$ cat src/rtl/sfx_scheduler_pkg.sv
// music_pkg: note codes, origin constants, effect tables and scheduler types
// Note codes are {high,med,low} nibbles; E0 (all zero) is a rest.
package music_pkg;
  localparam int NUM_FX = 3;
  localparam int FX_LEN = 4;
  localparam int NOTE_W = 12;
  localparam int ORG_W = 14;
  localparam int STEP_W = $clog2(FX_LEN);
  localparam logic [ORG_W-1:0] NOTE_SILENT = 14'd16383;
  localparam logic [NOTE_W-1:0] E0 = 12'h000;
  localparam logic [NOTE_W-1:0] L1 = 12'h001, L2 = 12'h002, L3 = 12'h003, L4 = 12'h004,
                                L5 = 12'h005, L6 = 12'h006, L7 = 12'h007;
  localparam logic [NOTE_W-1:0] M1 = 12'h010, M2 = 12'h020, M3 = 12'h030, M4 = 12'h040,
                                M5 = 12'h050, M6 = 12'h060, M7 = 12'h070;
  localparam logic [NOTE_W-1:0] H1 = 12'h100, H2 = 12'h200, H3 = 12'h300, H4 = 12'h400,
                                H5 = 12'h500, H6 = 12'h600, H7 = 12'h700;
  // Index 0 holds degree 1 of each octave.
  localparam logic [6:0][ORG_W-1:0] ORG_L = {14'd10310, 14'd9565, 14'd8730, 14'd7787,
                                             14'd7292, 14'd6179, 14'd4933};
  localparam logic [6:0][ORG_W-1:0] ORG_M = {14'd13347, 14'd12974, 14'd12556, 14'd12085,
                                             14'd11831, 14'd11272, 14'd10647};
  localparam logic [6:0][ORG_W-1:0] ORG_H = {14'd14858, 14'd14678, 14'd14470, 14'd14236,
                                             14'd14107, 14'd13830, 14'd13515};
  typedef enum logic [1:0] {S_IDLE = 2'd0, S_BGM = 2'd1, S_FX = 2'd2} state_e;
  // Fixed effect tables: fx0 wall bounce, fx1 paddle hit, fx2 miss.
  function automatic logic [NOTE_W-1:0] fx_note(input logic [1:0] fx, input logic [STEP_W-1:0] step);
    case (fx)
      2'd0: return step < 2'd2 ? M5 : E0;
      2'd1: return step == 2'd0 ? H1 : step == 2'd1 ? H3 : step == 2'd2 ? H5 : E0;
      default: return step == 2'd0 ? M3 : step == 2'd1 ? M2 : step == 2'd2 ? M1 : L5;
    endcase
  endfunction
endpackage

$ cat src/rtl/sfx_scheduler_if.sv
// sfx_scheduler_if: note-scheduler bus between music/effect sources and the tone generator
// master drives tick, bgm_note, fx_req, mute; slave (scheduler) drives bgm_ack, note,
// origin, active_src, fx_busy.
interface sfx_scheduler_if;
  import music_pkg::*;
  logic tick;
  logic [NOTE_W-1:0] bgm_note;
  logic bgm_ack;
  logic [NUM_FX-1:0] fx_req;
  logic mute;
  logic [NOTE_W-1:0] note;
  logic [ORG_W-1:0] origin;
  logic [1:0] active_src;
  logic fx_busy;
  modport master (output tick, bgm_note, fx_req, mute,
                  input bgm_ack, note, origin, active_src, fx_busy);
  modport slave (input tick, bgm_note, fx_req, mute,
                 output bgm_ack, note, origin, active_src, fx_busy);
endinterface

$ cat src/rtl/sfx_scheduler_note_origin_lut.sv
// note_origin_lut: combinational note code to tone-divider preload map
// code_i: 12-bit {high,med,low} note code; origin_o: 14-bit preload, silent for E0/unlisted.
module note_origin_lut
  import music_pkg::*;
(
  input  logic [NOTE_W-1:0] code_i,
  output logic [ORG_W-1:0]  origin_o
);
  always_comb
    case (code_i)
      L1: origin_o = ORG_L[0];
      L2: origin_o = ORG_L[1];
      L3: origin_o = ORG_L[2];
      L4: origin_o = ORG_L[3];
      L5: origin_o = ORG_L[4];
      L6: origin_o = ORG_L[5];
      L7: origin_o = ORG_L[6];
      M1: origin_o = ORG_M[0];
      M2: origin_o = ORG_M[1];
      M3: origin_o = ORG_M[2];
      M4: origin_o = ORG_M[3];
      M5: origin_o = ORG_M[4];
      M6: origin_o = ORG_M[5];
      M7: origin_o = ORG_M[6];
      H1: origin_o = ORG_H[0];
      H2: origin_o = ORG_H[1];
      H3: origin_o = ORG_H[2];
      H4: origin_o = ORG_H[3];
      H5: origin_o = ORG_H[4];
      H6: origin_o = ORG_H[5];
      H7: origin_o = ORG_H[6];
      default: origin_o = NOTE_SILENT;
    endcase
endmodule

$ cat src/rtl/sfx_scheduler.sv
// sfx_scheduler: shares the tone generator between background music and three sound effects
// clock/rst_n: system clock, async active-low reset; bus: sfx_scheduler_if slave
// (tick, bgm_note, fx_req, mute in; bgm_ack, note, origin, active_src, fx_busy out).
module sfx_scheduler
  import music_pkg::*;
(
  input logic clock,
  input logic rst_n,
  sfx_scheduler_if.slave bus
);
  state_e state_q, state_d;
  logic [NUM_FX-1:0] pend_q, pend_d, pend_eff;
  logic [1:0] cur_q, cur_d, top_idx;
  logic [STEP_W-1:0] step_q, step_d;
  logic [NOTE_W-1:0] note_q, note_d;
  logic [ORG_W-1:0] origin_q, origin_d, lut_origin;
  logic ack_q, ack_d;
  logic launch_ok, go_fx, go_bgm, advance;
  // Requests arriving with the tick join that tick's decision.
  assign pend_eff = pend_q | bus.fx_req;
  assign top_idx = pend_eff[2] ? 2'd2 : pend_eff[1] ? 2'd1 : 2'd0;
  assign launch_ok = state_q != S_FX || step_q == STEP_W'(FX_LEN - 1);
  // Only a strictly higher index may cut into a running effect.
  assign go_fx = bus.tick && |pend_eff && (launch_ok || top_idx > cur_q);
  assign go_bgm = bus.tick && !(|pend_eff) && launch_ok;
  assign advance = bus.tick && state_q == S_FX && !go_fx && !go_bgm;
  always_comb begin
    state_d = go_fx ? S_FX : go_bgm ? S_BGM : state_q;
    cur_d = go_fx ? top_idx : cur_q;
    step_d = go_fx ? '0 : advance ? step_q + 2'd1 : step_q;
    note_d = go_fx ? fx_note(top_idx, '0) : go_bgm ? bus.bgm_note :
             advance ? fx_note(cur_q, step_q + 2'd1) : note_q;
    pend_d = go_fx ? pend_eff & ~(NUM_FX'(1) << top_idx) : pend_eff;
    origin_d = bus.mute ? NOTE_SILENT : lut_origin;
    ack_d = go_bgm;
  end
  note_origin_lut u_lut (.code_i(note_d), .origin_o(lut_origin));
  always_ff @(posedge clock or negedge rst_n)
    if (!rst_n) begin
      state_q <= S_IDLE;
      pend_q <= '0;
      cur_q <= '0;
      step_q <= '0;
      note_q <= E0;
      origin_q <= NOTE_SILENT;
      ack_q <= 1'b0;
    end else begin
      state_q <= state_d;
      pend_q <= pend_d;
      cur_q <= cur_d;
      step_q <= step_d;
      note_q <= note_d;
      origin_q <= origin_d;
      ack_q <= ack_d;
    end
  assign bus.note = note_q;
  assign bus.origin = origin_q;
  assign bus.bgm_ack = ack_q;
  assign bus.active_src = state_q;
  assign bus.fx_busy = state_q == S_FX;
endmodule

$ cat src/flat_wrapper.sv
// flat-port wrapper written by rule: the top's interface ports become plain ports
module sfx_scheduler_flat import music_pkg::*;
  (clock, rst_n, bus_tick, bus_bgm_note, bus_fx_req, bus_mute, bus_bgm_ack, bus_note, bus_origin, bus_active_src, bus_fx_busy);
  sfx_scheduler_if bus_i ();
  input logic clock;
  input logic rst_n;
  input wire logic [$bits(bus_i.tick)-1:0] bus_tick;
  input wire logic [$bits(bus_i.bgm_note)-1:0] bus_bgm_note;
  input wire logic [$bits(bus_i.fx_req)-1:0] bus_fx_req;
  input wire logic [$bits(bus_i.mute)-1:0] bus_mute;
  output wire logic [$bits(bus_i.bgm_ack)-1:0] bus_bgm_ack;
  output wire logic [$bits(bus_i.note)-1:0] bus_note;
  output wire logic [$bits(bus_i.origin)-1:0] bus_origin;
  output wire logic [$bits(bus_i.active_src)-1:0] bus_active_src;
  output wire logic [$bits(bus_i.fx_busy)-1:0] bus_fx_busy;
  assign bus_i.tick = bus_tick;
  assign bus_i.bgm_note = bus_bgm_note;
  assign bus_i.fx_req = bus_fx_req;
  assign bus_i.mute = bus_mute;
  assign bus_bgm_ack = bus_i.bgm_ack;
  assign bus_note = bus_i.note;
  assign bus_origin = bus_i.origin;
  assign bus_active_src = bus_i.active_src;
  assign bus_fx_busy = bus_i.fx_busy;
  sfx_scheduler u_core (.clock(clock), .rst_n(rst_n), .bus(bus_i));
endmodule
$ cat config.mk
export PLATFORM = sky130hd
export DESIGN_NAME = sfx_scheduler_flat
export DESIGN_NICKNAME = d
export VERILOG_FILES = /design/src/rtl/sfx_scheduler_pkg.sv /design/src/rtl/sfx_scheduler_if.sv /design/src/rtl/sfx_scheduler_note_origin_lut.sv /design/src/rtl/sfx_scheduler.sv /design/src/flat_wrapper.sv
export SDC_FILE = /design/constraint.sdc
export NUM_CORES = 1
export LEC_CHECK = 0
export CORE_AREA = 2 2 71 73
export CTS_CLUSTER_DIAMETER = 40
export CTS_CLUSTER_SIZE = 25
export DETAILED_ROUTE_END_ITERATION = 16
export DIE_AREA = 0 0 73 75
export PLACE_DENSITY_LB_ADDON = 0.1
export SLEW_MARGIN = 40
export SYNTH_ARGS = -nofsm -noshare
export SYNTH_HDL_FRONTEND = slang
export SYNTH_SLANG_ARGS = --single-unit
$ cat constraint.sdc
create_clock -name clock -period 5.05 [get_ports clock]
set_input_delay 0.505 -clock clock [delete_from_list [all_inputs] [get_ports clock]]
set_output_delay 0.505 -clock clock [all_outputs]
set_load 0.05 [all_outputs]
==> impl_metrics.json <==
{
  "run_status": "finished clean",
  "clk_path_buf_depth": 2,
  "grt_pass1_wl_mm": 11.3,
  "critPathLaunch": "bus_fx_req[2]",
  "synthToLayoutAreaGrowth_pct": 25.6,
  "synth_nets": 301,
  "track_usage_pct": 27.1,
  "antenna_found_initial": 0,
  "postLayoutCellArea_um2": 3140,
  "final_common_cell": "clkdlybuf4s50_1",
  "synth_top_cell_by_area": "dfrtp_1",
  "synth_area_leaders": "dfrtp_1, dfstp_2, nor2_1, ha_1, o21ai_0",
  "cts_resized": 0,
  "seq_power_share_pct": 21.7,
  "hold_viol_final": 0,
  "diodes": 0,
  "hold_class": "reg2reg",
  "timing.hold.worst.start": "u_core.bus.active_src[1]",
  "die_h_um": 75,
  "drive_gt1_share_pct": 16.0,
  "r2r-start": "u_core.pend_q[2]",
  "syn-cell-area_um2": 2500,
  "worstPathArrival_ns": 4.79,
  "io_pins": 49,
  "p_leak_nw": 1.26,
  "avgViaCountPerCell": 6.65,
  "drtIter0Drc": 413,
  "fillers": 374,
  "fin_nets": 351,
  "synth_edf_count": 0,
  "cap_violations": 0,
  "fin_crit_ns": 4.57,
  "synth_top_area_share_pct": 22.0,
  "setup_tns_ns": 0,
  "min_path_cells": 2,
  "ys.warnings.count": 0,
  "clockPowerShare_pct": 12.5,
  "fmax_ghz": 0.219,
  "fin_skew_ns": 0.0127,
  "place_area_um2": 3040,
  "ant_nets": 0,
  "vias": 2528,
  "yosysSeqAreaShare_pct": 36.7,
  "cts_setup_buffers": 0,
  "setup_viol": 0,
  "synth_area_per_cell_um2": 9.10,
  "cts_tree": "done",
  "ys_types": 75,
  "async_flop_share_pct": 100,
  "dp_hpwl_mm": 5.12,
  "maxSlewViolCount": 0,
  "core_um2": 4660,
  "tightest_slew_ns": 0.738,
  "cts-root-buf": "clkbuf_8",
  "cts.sinks": 36,
  "clk_pin_slew_ns": 0.08,
  "place_congestion": 0.909,
  "wirelength_mm": 6.91,
  "criticalPathCategory": "in2reg",
  "grt_overflow_total": 0,
  "dieArea_um2": 5480,
  "grt_setup_unrepaired": "no",
  "vdd_ir_drop_max_v": 0.000298,
  "clock_latency_ns": 0.30,
  "cts_htree_levels": 2,
  "first_pass_iters": 5,
  "p_switching_mw": 1.04,
  "crit_path_max_fanout": 11,
  "intPower_uw": 968,
  "max_slew_margin_pct": 50.6,
  "routedWlPerCell_um": 18.2,
  "power_frac_comb_pct": 65.8,
  "cts_hold_buf": 0,
  "most-common-layout-cells": "clkdlybuf4s50_1, nor2_1, dfrtp_1",
  "fin_crit_sh_pct": 90.5,
  "power_density_nw_per_um2": 637,
  "core.rowCount": 25,
  "grt_pass1_vias": 2346,
  "grt_max_degree": 37,
  "synth_ff_type": "dfrtp_1",
  "cp-end-kind": "flop",
  "cts-buffers-inserted": 5,
  "worstRegToRegCells": 12,
  "crit_required_ns": 5.27,
  "drc": 0,
  "ys_ff_latch": 36,
  "io_buffers": 48,
  "start_kind": "input port",
  "start_util_pct": 53.7,
  "syn_inst": 275,
  "fp.dieW_um": 73,
  "swShare_pct": 51.7
}
synthesized netlist by cell type (all sizes together) (3+ instances only):
cell type and number:
or3b 3, nor4 12, a21o 4, o21ai 17, nand2 15, a22oi 4, o21a 4, nand4b 3
a211oi 8, o41ai 5, a221oi 3, nand4 11, dfstp 14, dfrtp 22, clkbuf 6, nand3 8
a21oi 10, nor2b 4, buf 8, a31oi 4, ha 7, inv 13, nor2 30, nor3 11
nand2b 5
stage by stage:
stage	setup slack [ns]	power, mW	utilization [%]	hold slack (ns)	cells
floorplan	1.57	1.42	-	0.209	275
global placement	0.533	1.71	65.1	0.535	372
detailed placement	0.315	1.72	65.1	0.544	372
CTS	0.607	1.98	67.4	0.565	380
global route	0.247	2.13	67.4	0.598	380
finish	0.477	2.00	67.4	0.562	380
worst paths after layout:
path / endpoint / slack (ns)
worst min-delay path: u_core.bus.active_src[1] / 0.56
worst max-delay path: u_core.bus.origin[11] / 0.48
worst min register to register: u_core.bus.active_src[1] / 0.56
worst max register to register: u_core.bus.origin[11] / 0.73
max in group asynchronous: u_core.bus.origin[5] / 4.07
min in group asynchronous: u_core.pend_q[0] / 0.62
kinds of logic (layout without fill, tap and decap cells):
group	after synthesis	in the layout	synth area share, %
AOI/OAI and AO/OA	85	85	26.3
muxes	2	2	0.850
xor gates and xnor gates	1	1	0.350
DFF	36	36	36.7
and+or+nand+nor	115	115	26.7
buffers and inverters	29	80	5.60
adders and majority gates	7	7	3.50
power by group through the flow:
stage                     clock (mW)  sequential, mW  combinational (mW)
after floorplan                    0           0.603               0.812
after global placement             0           0.437                1.27
after detailed placement           0           0.438                1.28
after CTS                      0.254           0.434                1.29
after global routing           0.265           0.443                1.42
final                          0.250           0.435                1.32
flip-flops by register name, summed over array words and instances (netlist names):
register,count
u_core.step_q,2
u_core.cur_q,2
u_core.pend_q,3
u_core.bus.note,12
u_core.bus.origin,14
u_core.bus.active_src,2
u_core.bus.bgm_ack,1
layout make-up:
| cell class | instances | area (µm²) | area share, % |
|---|---|---|---|
| clock buffer | 6 | 72.6 | 2.31 |
| tap | 54 | 67.6 | 2.15 |
| inverter | 15 | 57.6 | 1.83 |
| sequential | 36 | 918 | 29.2 |
| clock inverter | 2 | 35.0 | 1.11 |
| timing repair buffer | 57 | 548 | 17.4 |
| multi-input combinational | 210 | 1440 | 45.9 |
worst max-delay path: stages:
cell and delay [ns]:
clkdlybuf4s50_1 0.42, nor2_1 0.33, o21ai_0 0.25, ha_1 0.25, and2b_1 0.24, o221ai_1 0.33, a31oi_4 0.39, clkinv_2 0.16
nor4_4 0.47, nand4_1 0.47, nor4b_1 0.71, nor3_1 0.13, nand4b_1 0.14
per-layer routing:
layer  vias to the layer above  share of wire [%]  track usage [%]
met4                         0                1.6             9.26
met2                       144                 45             41.4
li1                       1165                  -                -
met1                      1205                 44             38.2
met5                         -                  0                0
met3                        14                9.6             5.76
No activity file was read; power rests on OpenSTA's default activity.
